==> config.mk <==
export PLATFORM = sky130hd
export DESIGN_NAME = spike_rate_decoder
export DESIGN_NICKNAME = d
export VERILOG_FILES = /design/src/rtl/spike_pkg.sv /design/src/rtl/spike_sat_counter.sv /design/src/rtl/spike_rate_decoder.sv
export SDC_FILE = /design/constraint.sdc
export NUM_CORES = 1
export LEC_CHECK = 0
export CAP_MARGIN = 20
export CORE_MARGIN = 1
export CORE_UTILIZATION = 30
export DETAILED_ROUTE_END_ITERATION = 8
export SYNTH_ARGS = -nofsm -noshare
export SYNTH_HDL_FRONTEND = slang
export SYNTH_HIERARCHICAL = 1
export SYNTH_SLANG_ARGS = --single-unit
==> constraint.sdc <==
create_clock -name clk -period 9.6 [get_ports clk]
set_input_delay 0.96 -clock clk [delete_from_list [all_inputs] [get_ports clk]]
set_output_delay 0.96 -clock clk [all_outputs]
set_load 0.005 [all_outputs]
==> src/rtl/spike_pkg.sv <==
// rtl/spike_pkg.sv - shared types, defaults and saturating arithmetic for spike decoders
// Exports: CNT_W_DEFAULT, state_t {IDLE, RUN}, sat_inc(value, width).
package spike_pkg;

    localparam int CNT_W_DEFAULT = 8;

    typedef enum logic {
        IDLE = 1'b0,
        RUN  = 1'b1
    } state_t;

    // Increment that sticks at the all-ones value of a width-bit field.
    function automatic logic [31:0] sat_inc(input logic [31:0] value, input int width);
        logic [31:0] max_val;
        max_val = (width >= 32) ? 32'hFFFF_FFFF : ((32'd1 << width) - 32'd1);
        return (value >= max_val) ? max_val : (value + 32'd1);
    endfunction

endpackage

==> src/rtl/spike_sat_counter.sv <==
// rtl/spike_sat_counter.sv - saturating up-counter with clear, qualified by an enable
// Ports:
//   clk, reset   : clock, synchronous active-high reset
//   en           : cycle qualifier; counter holds when low
//   clear        : load zero (priority over inc)
//   inc          : add one, saturating at all-ones
//   count        : current value
//   count_inc    : value count would take after one saturating increment
module spike_sat_counter
    import spike_pkg::*;
#(
    parameter int W = CNT_W_DEFAULT
) (
    input  logic         clk,
    input  logic         reset,
    input  logic         en,
    input  logic         clear,
    input  logic         inc,
    output logic [W-1:0] count,
    output logic [W-1:0] count_inc
);

    assign count_inc = W'(sat_inc(32'(count), W));

    always_ff @(posedge clk) begin
        if (reset) begin
            count <= '0;
        end else if (en) begin
            if (clear) begin
                count <= '0;
            end else if (inc) begin
                count <= count_inc;
            end
        end
    end

endmodule

==> src/rtl/spike_rate_decoder.sv <==
// rtl/spike_rate_decoder.sv - windowed spike-rate and inter-spike-interval decoder
// Ports:
//   clk, reset   : clock, synchronous active-high reset
//   enable       : cycle qualifier for windowing and ISI tracking
//   spike_in     : spike train, sampled on enabled cycles
//   window_len   : window length in enabled cycles, 0 keeps decoder idle
//   out_ready    : downstream accepts the result register
//   out_valid    : result register holds an unconsumed result
//   rate_out     : spike count of the published window (saturating)
//   isi_out      : last completed inter-spike interval (saturating, 0 = none yet)
//   overrun      : one-cycle pulse when a window result was dropped
module spike_rate_decoder
    import spike_pkg::*;
#(
    parameter int CNT_W = CNT_W_DEFAULT
) (
    input  logic             clk,
    input  logic             reset,
    input  logic             enable,
    input  logic             spike_in,
    input  logic [CNT_W-1:0] window_len,
    input  logic             out_ready,
    output logic             out_valid,
    output logic [CNT_W-1:0] rate_out,
    output logic [CNT_W-1:0] isi_out,
    output logic             overrun
);

    state_t           state_q, state_next;
    logic [CNT_W-1:0] len_q, len_next;
    logic [CNT_W-1:0] pos_q, pos_next;

    logic [CNT_W-1:0] win_len_eff;
    logic             win_active;
    logic             win_last;

    logic [CNT_W-1:0] spk_cnt, spk_inc;
    logic [CNT_W-1:0] isi_cnt, isi_inc;
    logic [CNT_W-1:0] isi_last_q, isi_last_next;
    logic             seen_q;

    logic [CNT_W-1:0] cand_rate;
    logic             transfer;
    logic             load;
    logic             drop;

    // In IDLE the cycle that starts a window is its position 0, so the live
    // window_len stands in for the not-yet-latched length.
    assign win_len_eff = (state_q == IDLE) ? window_len : len_q;
    assign win_active  = enable && ((state_q == RUN) || (window_len != '0));
    assign win_last    = win_active && (pos_q == (win_len_eff - CNT_W'(1)));

    always_ff @(posedge clk) begin
        if (reset) begin
            state_q <= IDLE;
            len_q   <= '0;
            pos_q   <= '0;
        end else begin
            state_q <= state_next;
            len_q   <= len_next;
            pos_q   <= pos_next;
        end
    end

    always_comb begin
        state_next = state_q;
        len_next   = len_q;
        pos_next   = pos_q;
        if (win_active) begin
            if (win_last) begin
                pos_next   = '0;
                len_next   = window_len;
                state_next = (window_len == '0) ? IDLE : RUN;
            end else begin
                pos_next = pos_q + CNT_W'(1);
                if (state_q == IDLE) begin
                    len_next   = window_len;
                    state_next = RUN;
                end
            end
        end
    end

    // Window spike count: held at zero outside a window and restarted after
    // the last cycle, whose spike is folded into the candidate instead.
    spike_sat_counter #(.W(CNT_W)) u_spk_cnt (
        .clk       (clk),
        .reset     (reset),
        .en        (enable),
        .clear     (!win_active || win_last),
        .inc       (spike_in),
        .count     (spk_cnt),
        .count_inc (spk_inc)
    );

    // Enabled cycles since the last spike; a spike restarts it.
    spike_sat_counter #(.W(CNT_W)) u_isi_cnt (
        .clk       (clk),
        .reset     (reset),
        .en        (enable),
        .clear     (spike_in),
        .inc       (1'b1),
        .count     (isi_cnt),
        .count_inc (isi_inc)
    );

    assign cand_rate     = spike_in ? spk_inc : spk_cnt;
    assign isi_last_next = (enable && spike_in && seen_q) ? isi_inc : isi_last_q;

    always_ff @(posedge clk) begin
        if (reset) begin
            isi_last_q <= '0;
            seen_q     <= 1'b0;
        end else begin
            isi_last_q <= isi_last_next;
            if (enable && spike_in) begin
                seen_q <= 1'b1;
            end
        end
    end

    assign transfer = out_valid && out_ready;
    assign load     = win_last && (!out_valid || transfer);
    assign drop     = win_last && out_valid && !out_ready;

    always_ff @(posedge clk) begin
        if (reset) begin
            out_valid <= 1'b0;
            rate_out  <= '0;
            isi_out   <= '0;
            overrun   <= 1'b0;
        end else begin
            overrun <= drop;
            if (load) begin
                out_valid <= 1'b1;
                rate_out  <= cand_rate;
                isi_out   <= isi_last_next;
            end else if (transfer) begin
                out_valid <= 1'b0;
            end
        end
    end

endmodule
Yosys cells after proc, flatten, opt, wreduce, memory -nomap -nowiden
Cells that the tools add are included.
Widths: inputs -> output; s select.
{"block": "op_classes", "mux": 13, "n_reduce_logical": 17, "n_lt_le_gt_ge": 2, "n_eq_ne": 1, "addsub": 4}
{"operator": "$mux 8", "n": 9}
{"operator": "$add 8x1->8 const B", "n": 3}
{"operator": "$ge 8x8->1 const B", "n": 2}
{"operator": "$eq 8x8->1", "n": 1}
{"operator": "$logic_and 1x1->1", "n": 8}
{"operator": "$logic_not 8->1", "n": 1}
{"operator": "$reduce_bool 8->1", "n": 1}
{"operator": "$sub 8x1->8 const B", "n": 1}
{"operator": "$mux 1", "n": 4}
{"operator": "$logic_not 1->1", "n": 3}
{"operator": "$logic_or 1x1->1", "n": 3}
{"operator": "$reduce_bool 2->1", "n": 1}
{"block": "totals", "elab_cells": 48, "register_bits": 60}

Depth between registers and ports, before layout
Gate-level depths: netlist of the first run.
{"block": "depth", "depth_word": 6, "depth_mapped": 15, "ltp_nobuf": 11}

Hierarchy
Netlist of the first run, hierarchy kept.
{"module": "spike_rate_decoder", "area_per_inst_um2": 2258.4, "instances": 1, "cells_per_inst": 241}
{"module": "spike_sat_counter", "area_per_inst_um2": 531.8, "instances": 2, "cells_per_inst": 63}

Worst setup path after synthesis of the first run
OpenSTA, ideal clock, no wires.
{"block": "synth_timing", "path_type": "in2reg", "startpoint": "input port window_len[0]", "endpoint": "register u_spk_cnt.count[5]", "n_path_buf": 1, "stages": 11, "slack_ns": 6.068, "t_arrival_ns": 3.416, "cell_sequence": "or4_4 a221oi_2 mux2i_1 o22ai_1 nand3_1 nand2_1 clkbuf_1 o21a_2 and3_1 nand3_1 o211a_1"}
{"block": "synth_between", "elab_chain_cells": 6, "elab_cells_between_ends": 10}
{"element": "start, declared", "line": "spike_rate_decoder.sv:21", "rtl": "input logic [CNT_W-1:0] window_len,"}
{"element": "$mux 8 or $reduce_bool 8->1 (tied branches)"}
{"element": "$sub 8x1->8 or $logic_or 1x1->1 (tied branches)", "line": "spike_rate_decoder.sv:51, spike_rate_decoder.sv:50"}
{"element": "$eq 8x8->1 or $logic_and 1x1->1 (tied branches)", "line": "spike_rate_decoder.sv:51, spike_rate_decoder.sv:50"}
{"element": "$logic_and 1x1->1 or $logic_not 1->1 (tied branches)", "line": "spike_rate_decoder.sv:51, spike_rate_decoder.sv:90"}
{"element": "$logic_or 1x1->1 *", "line": "spike_rate_decoder.sv:90", "rtl": ".clear (!win_active || win_last),"}
{"element": "$mux 8 *", "line": "spike_sat_counter.sv:29", "rtl": "if (clear) begin"}
{"element": "end signal, assigned", "line": "spike_sat_counter.sv:32", "rtl": "count <= count_inc;"}
{"element": "end, declared", "line": "spike_sat_counter.sv:19", "rtl": "output logic [W-1:0] count,"}
Every way passes the cells marked *; elsewhere a longest branch is shown, timed or not.
A chain may end at the register's enable or synchronous reset.

Worst setup path in the final report of the first run
{"block": "layout_timing", "startpoint": "input port window_len[0]", "endpoint": "register u_spk_cnt.count[0]"}
Same word-level chain as after synthesis.

==> results_dict.tcl, run 1 <==
set metrics [dict create \
    final_max_slew_viol_count 0 \
    synth.top_cell.area_share 0.362 \
    cpPeakStageDelay_ps 630 \
    grt.total_usage 0.144 \
    maxCapViolCount 0 \
    status "finished, final reports clean" \
    num-fill-cells 1082 \
    antenna_found_initial 0 \
    grt_overflow 0 \
    drive_gt1_frac 0.113 \
    gp_congestion 0.820 \
    clockRootBuffer "clkbuf_8" \
    startpoint_type "primary input" \
    leakage_nw 1.48 \
    ioPinCount 31 \
    slowest_stage "o22ai_1" \
    max_slew_margin 0.329 \
    vias_per_cell 5.40 \
    powerDensity_mw_per_mm2 156 \
    ant_nets 0 \
    clk_pin_slew_ps 70 \
    period_share 0.428 \
    setup_viol 0 \
    path_delay_family "compound AO/OA/AOI/OAI gates" \
    finalSetupTns_ps 0 \
    cts_tree "built" \
    hold_slack_ps 474 \
    synthFlopType "dfxtp_1" \
    endpoint_kind "flip-flop" \
    worst_pin_slew_ps 1000 \
    diodes 0 \
    async_reset_ff_frac 0 \
    clockBufferDepth 2 \
    synth_cells 367 \
    yosysTopAreaCell "dfxtp_1" \
    portBuffers 30 \
    dr.pass1.iters 4 \
    fp-row-count 38 \
    ys_seq_area_frac 0.362 \
    post-route-min-period_ps 4110 \
    grt_pass1_wl_mm 13.3 \
    postCtsSetupBuffers 0 \
    synth_area_sq_mm 0.00332 \
    synth_area_leaders "dfxtp_1 (36%), mux2i_1 (8.1%), a21oi_1 (4.4%)" \
    power_w 0.000619 \
    p_comb_frac 0.116 \
    die_area_sq_mm 0.0115 \
    worst-path-max-fanout 9 \
    clock_latency_ps 340 \
    fp.dieW_microns 107 \
    clkSinkCount 60 \
    synth_cell_types 59 \
    hpwl_mm 5.29 \
    fmax_ghz 0.243 \
    h-tree-depth 3 \
    area_growth_pct 19.6 \
    grt_pass1_vias 2798 \
    rsz0062_at_grt "no" \
    cts_resized 0 \
    crit_chain "clkdlybuf4s50_1 -> or4_4 -> a221oi_2 -> mux2i_1 -> o22ai_1 -> nand3_1 -> nand2_1 -> o21ai_0 -> a211o_1 -> a21oi_1" \
    postRouteWirelength_mm 7.73 \
    hold_viol_final 0 \
    post-route-drc-count 0 \
    initial_utilization 0.308 \
    cts-hold-fix-buffers 0 \
    synth_seq_cells 60 \
    p_clk_frac 0.459 \
    fin_skew_ps 8.60 \
    fin_cells 538 \
    final_net_count 410 \
    cts-buffers-inserted 9 \
    netSwitchingFraction 0.248 \
    min_path_type "reg2reg" \
    num_vias 2907 \
    arrival_ps 4380 \
    p_sw_w 0.000154 \
    synth_edf_count 0 \
    dp.cells 522 \
    avgSynthCellArea_sq_um 9.05 \
    grt_max_degree 62 \
    crit_buf_inv 1 \
    ir_worst_vdd_uv 59.7 \
    first_iter_violations 178 \
    wl_per_cell_microns 14.4 \
    ys_warn_count 6 \
    fp.coreArea_sq_mm 0.0108 \
    die_h_microns 107 \
    crit_required_ps 9870 \
    seq_power_share 0.425 \
    internal-power_w 0.000466 \
    crit_type "in2reg" \
]
==> tightest hold or removal path, stage by stage (launching register included) <==
cell and delay [ps]:
dfxtp_1 330, a21oi_1 40, nor2_1 70
==> cells by family (layout without fill, tap and decap cells) <==
kind of cell / count (synthesis) / in the layout / synth area share
AND/OR/NAND/NOR: 121 / 121 / 0.214
AO/OA/AOI/OAI: 105 / 105 / 0.221
flip-flops: 60 / 60 / 0.362
other: 1 / 3 / 0.00113
adder cells (fa/ha/maj): 4 / 4 / 0.0151
XOR/XNOR: 17 / 17 / 0.0448
buffers and inverters: 24 / 53 / 0.0339
multiplexers: 35 / 35 / 0.108
==> cell usage after synthesis, types with 4 or more instances <==
cell	number
nor2b_1	9
nor2_1	20
nand3_1	15
and4_1	5
ha_1	4
dfxtp_1	60
xor2_1	4
mux2i_1	27
a21oi_1	29
a211oi_2	4
nand2b_1	4
o21ai_0	11
a31oi_1	7
a31o_1	4
o22ai_1	7
and3_1	7
nand2_1	13
o21a_1	6
inv_1	4
xnor2_1	13
mux2_2	6
nand4_1	4
nor3_1	20
a311oi_1	8
a221oi_1	6
clkbuf_1	13
==> power by group through the flow <==
stage,clock network (W),logic [W],registers [W]
after CTS,0.000292,0.0000715,0.000263
after global routing,0.000303,0.0000795,0.000265
after global placement,0,0.0000699,0.000269
after floorplan,0,0.0000544,0.000265
after detailed placement,0,0.0000711,0.000269
final,0.000284,0.0000716,0.000263
==> cells in the final DEF (no fill, tap or decap), types with 3 or more instances in the layout <==
cell             count
a211oi_2             4
a21o_1               3
a21oi_1             29
a221oi_1             6
a311oi_1             8
a31o_1               4
a31oi_1              7
and3_1               7
and4_1               5
buf_4                3
bufinv_16            3
clkbuf_8            10
clkdlybuf4s50_1     29
conb_1               3
dfxtp_1             60
ha_1                 4
inv_1                4
mux2_2               6
mux2i_1             27
nand2_1             13
nand2b_1             4
nand3_1             15
nand4_1              4
nor2_1              20
nor2b_1              9
nor3_1              20
nor3b_1              3
nor4_1               3
o21a_1               6
o21ai_0             11
o22ai_1              7
xnor2_1             13
xor2_1               4
==> routing by layer <==
metal  up-vias  track usage  wire, microns
met2        58        0.231           3660
met3        10       0.0310            317
met5         -            0              0
met1      1390        0.184           3640
met4         0       0.0685            114
li1       1449            -              -
==> final timing paths <==
kind | startpoint | depth (start not counted) | end | slack [ps]
worst min-delay path | seen_q | 2 | seen_q | 470
worst max-delay path | window_len[0] | 10 | u_spk_cnt/count[0] | 5490
worst min register to register | seen_q | 2 | seen_q | 470
worst max register to register | state_q | 9 | u_spk_cnt/count[0] | 5570
==> through the flow <==
stage	worst slack (ps)	instance area [sq um]	utilization
after floorplan	6070	3330	-
after global placement	5380	3720	0.345
after detailed placement	5200	3720	0.345
after CTS	5570	3970	0.368
after global routing	5260	3970	0.368
final	5490	3970	0.368
==> flip-flops by register name, indices dropped and copies added, names as in the netlist, 8 cells and up <==
register,cells
rate_out,8
isi_last_q,8
u_isi_cnt/count,8
len_q,8
u_spk_cnt/count,8
isi_out,8
pos_q,8
==> final cells by class <==
class,instances,area [sq um],area share
sequential,60,1200,0.302
multi-input combinational,285,2020,0.507
inverter,4,15.0,0.00378
tap,140,175,0.0441
timing repair buffer,33,318,0.0800
clock inverter,6,111,0.0280
clock buffer,10,138,0.0346
(Power assumes the default switching activity.)
==> inputs of run 2 (changes only) <==
- clock period: 9.6 -> 4 ns (I/O delays scaled with it)
==> results_dict.tcl, run 2 (synthesis gave the netlist of run 1 again) <==
set metrics [dict create \
    p_sw_w 0.000370 \
    seq_power_share 0.467 \
    worst_pin_slew_ps 886 \
    met3_usage 0.0334 \
    fp.coreArea_sq_mm 0.0108 \
    holdPathEnd "seen_q" \
    post-route-drc-count 0 \
    r2r_cells 11 \
    cts-buffers-inserted 9 \
    max_slew_margin 0.405 \
    area_growth_pct 19.5 \
    clk_pin_slew_ps 70 \
    internal-power_w 0.000978 \
    ant_nets 0 \
    ioPinCount 31 \
    maxCapViolCount 0 \
    endpoint_kind "flip-flop" \
    postCtsSetupBuffers 0 \
    die_area_sq_mm 0.0115 \
    ir_worst_vdd_uv 141 \
    post-route-min-period_ps 3460 \
    netSwitchingFraction 0.275 \
    clkSinkCount 60 \
    setup_viol 0 \
    h-tree-depth 3 \
    final_max_slew_viol_count 0 \
    p_comb_frac 0.138 \
    grt_overflow 0 \
    clockRootBuffer "clkbuf_8" \
    clockBufferDepth 2 \
    p_clk_frac 0.395 \
    grt_max_degree 43 \
    leakage_nw 1.49 \
    postRouteWirelength_mm 7.93 \
    fp-row-count 38 \
    vias_per_cell 5.33 \
    holdPathStages 2 \
    final_net_count 417 \
    period_share 0.865 \
    wl_per_cell_microns 14.6 \
    num_vias 2904 \
    cts_tree "built" \
    hold_viol_final 0 \
    placement.cell_area_sq_mm 0.00378 \
    final_cell_mix "dfxtp_1 (60), a21oi_1 (29), clkdlybuf4s50_1 (29), mux2i_1 (27)" \
    grt.total_usage 0.146 \
    min_path_type "reg2reg" \
    hpwl_mm 5.50 \
    die_h_microns 107 \
    finalSetupTns_ps 0 \
    clock_latency_ps 340 \
    hold_start "seen_q" \
    portBuffers 30 \
    first_iter_violations 184 \
    r2r_slack_ps 540 \
    status "finished, final reports clean" \
    cts-hold-fix-buffers 0 \
    layout_commonest_cell "dfxtp_1" \
    gr-usage-met1 0.178 \
    fmax_ghz 0.289 \
    antenna_found_initial 0 \
    rsz0062_at_grt "no" \
    drive_gt1_frac 0.128 \
    arrival_ps 3700 \
    rr_endpoint "u_spk_cnt/count[5]" \
    power_w 0.00135 \
    grt_pass1_wl_mm 13.4 \
    grt_pass1_vias 2830 \
    powerDensity_mw_per_mm2 340 \
    crit_type "reg2reg" \
    fin_skew_ps 9.84 \
    met2_usage 0.247 \
    fp.dieW_microns 107 \
    diodes 0 \
    grt_busiest_layer "met2" \
    final_area_sq_mm 0.00397 \
    cts_resized 0 \
    dr.pass1.iters 4 \
    rr_startpoint "state_q" \
    startpoint_type "flip-flop" \
    gp_congestion 0.835 \
    crit_required_ps 4240 \
    num-fill-cells 1096 \
    worst-path-max-fanout 14 \
    initial_utilization 0.308 \
]
-- run 2: cell count changes in the layout (fill, tap and decap cells not counted) --
| cell | before | now |
|---|---|---|
| buf_4 | 3 | 10 |
| clkinv_2 | 1 | 4 |
| bufinv_16 | 3 | 1 |
| clkbuf_8 | 10 | 9 |
| clkinv_4 | 1 | 2 |
| clkinvlp_4 | 1 | 0 |
-- run 2: layout make-up --
cell class | count | area, sq um | area share
Clock buffer | 9 | 124 | 0.0312
Clock inverter | 7 | 67.6 | 0.0170
Inverter | 4 | 15.0 | 0.00378
Multi-Input combinational cell | 285 | 2020 | 0.508
Sequential cell | 60 | 1200 | 0.303
Tap cell | 140 | 175 | 0.0441
Timing Repair Buffer | 40 | 370 | 0.0933
-- run 2: how the worst max path moves through the flow --
stage                  start                 end  slack, ps  cells past startpoint
6_report             state_q  u_spk_cnt/count[5]        540                     11
3_3_place_gp   window_len[0]  u_spk_cnt/count[5]        570                     11
2_1_floorplan        state_q  u_spk_cnt/count[5]        920                     15
3_5_place_dp   window_len[0]  u_spk_cnt/count[5]        460                     11
5_1_grt              state_q  u_spk_cnt/count[1]        270                     10
4_1_cts              state_q  u_spk_cnt/count[5]        570                     11
-- run 2: per-stage QoR --
| stage | hold WS, ps | instances | worst slack [ps] | util |
|---|---|---|---|---|
| floorplan | 436 | 369 | 925 | - |
| global placement | 453 | 529 | 573 | 0.350 |
| detailed placement | 492 | 529 | 456 | 0.350 |
| CTS | 512 | 545 | 568 | 0.368 |
| global route | 541 | 545 | 272 | 0.368 |
| finish | 498 | 545 | 540 | 0.368 |
-- run 2: power groups by stage --
stage                     Clock [W]  Combinational [W]  Sequential, W
after floorplan                   0           0.000130       0.000636
after global placement            0           0.000179       0.000642
after detailed placement          0           0.000183       0.000643
after CTS                  0.000555           0.000184       0.000630
after global routing       0.000576           0.000205       0.000632
final                      0.000532           0.000185       0.000630
-- run 2: critical path, stage by stage (launching register included) --
cell	delay, ps
dfxtp_1	660
buf_4	270
or3b_2	440
a222oi_1	330
xnor2_1	200
and4_1	280
nand3_1	150
nand2_1	290
o21a_2	290
and3_1	200
nand3_1	80
o211a_1	130
-- run 2: routing by layer --
layer	vias to the layer above	part of all wire
met5	-	0
met3	9	0.030
li1	1455	-
met2	38	0.49
met4	0	0.012
met1	1402	0.47
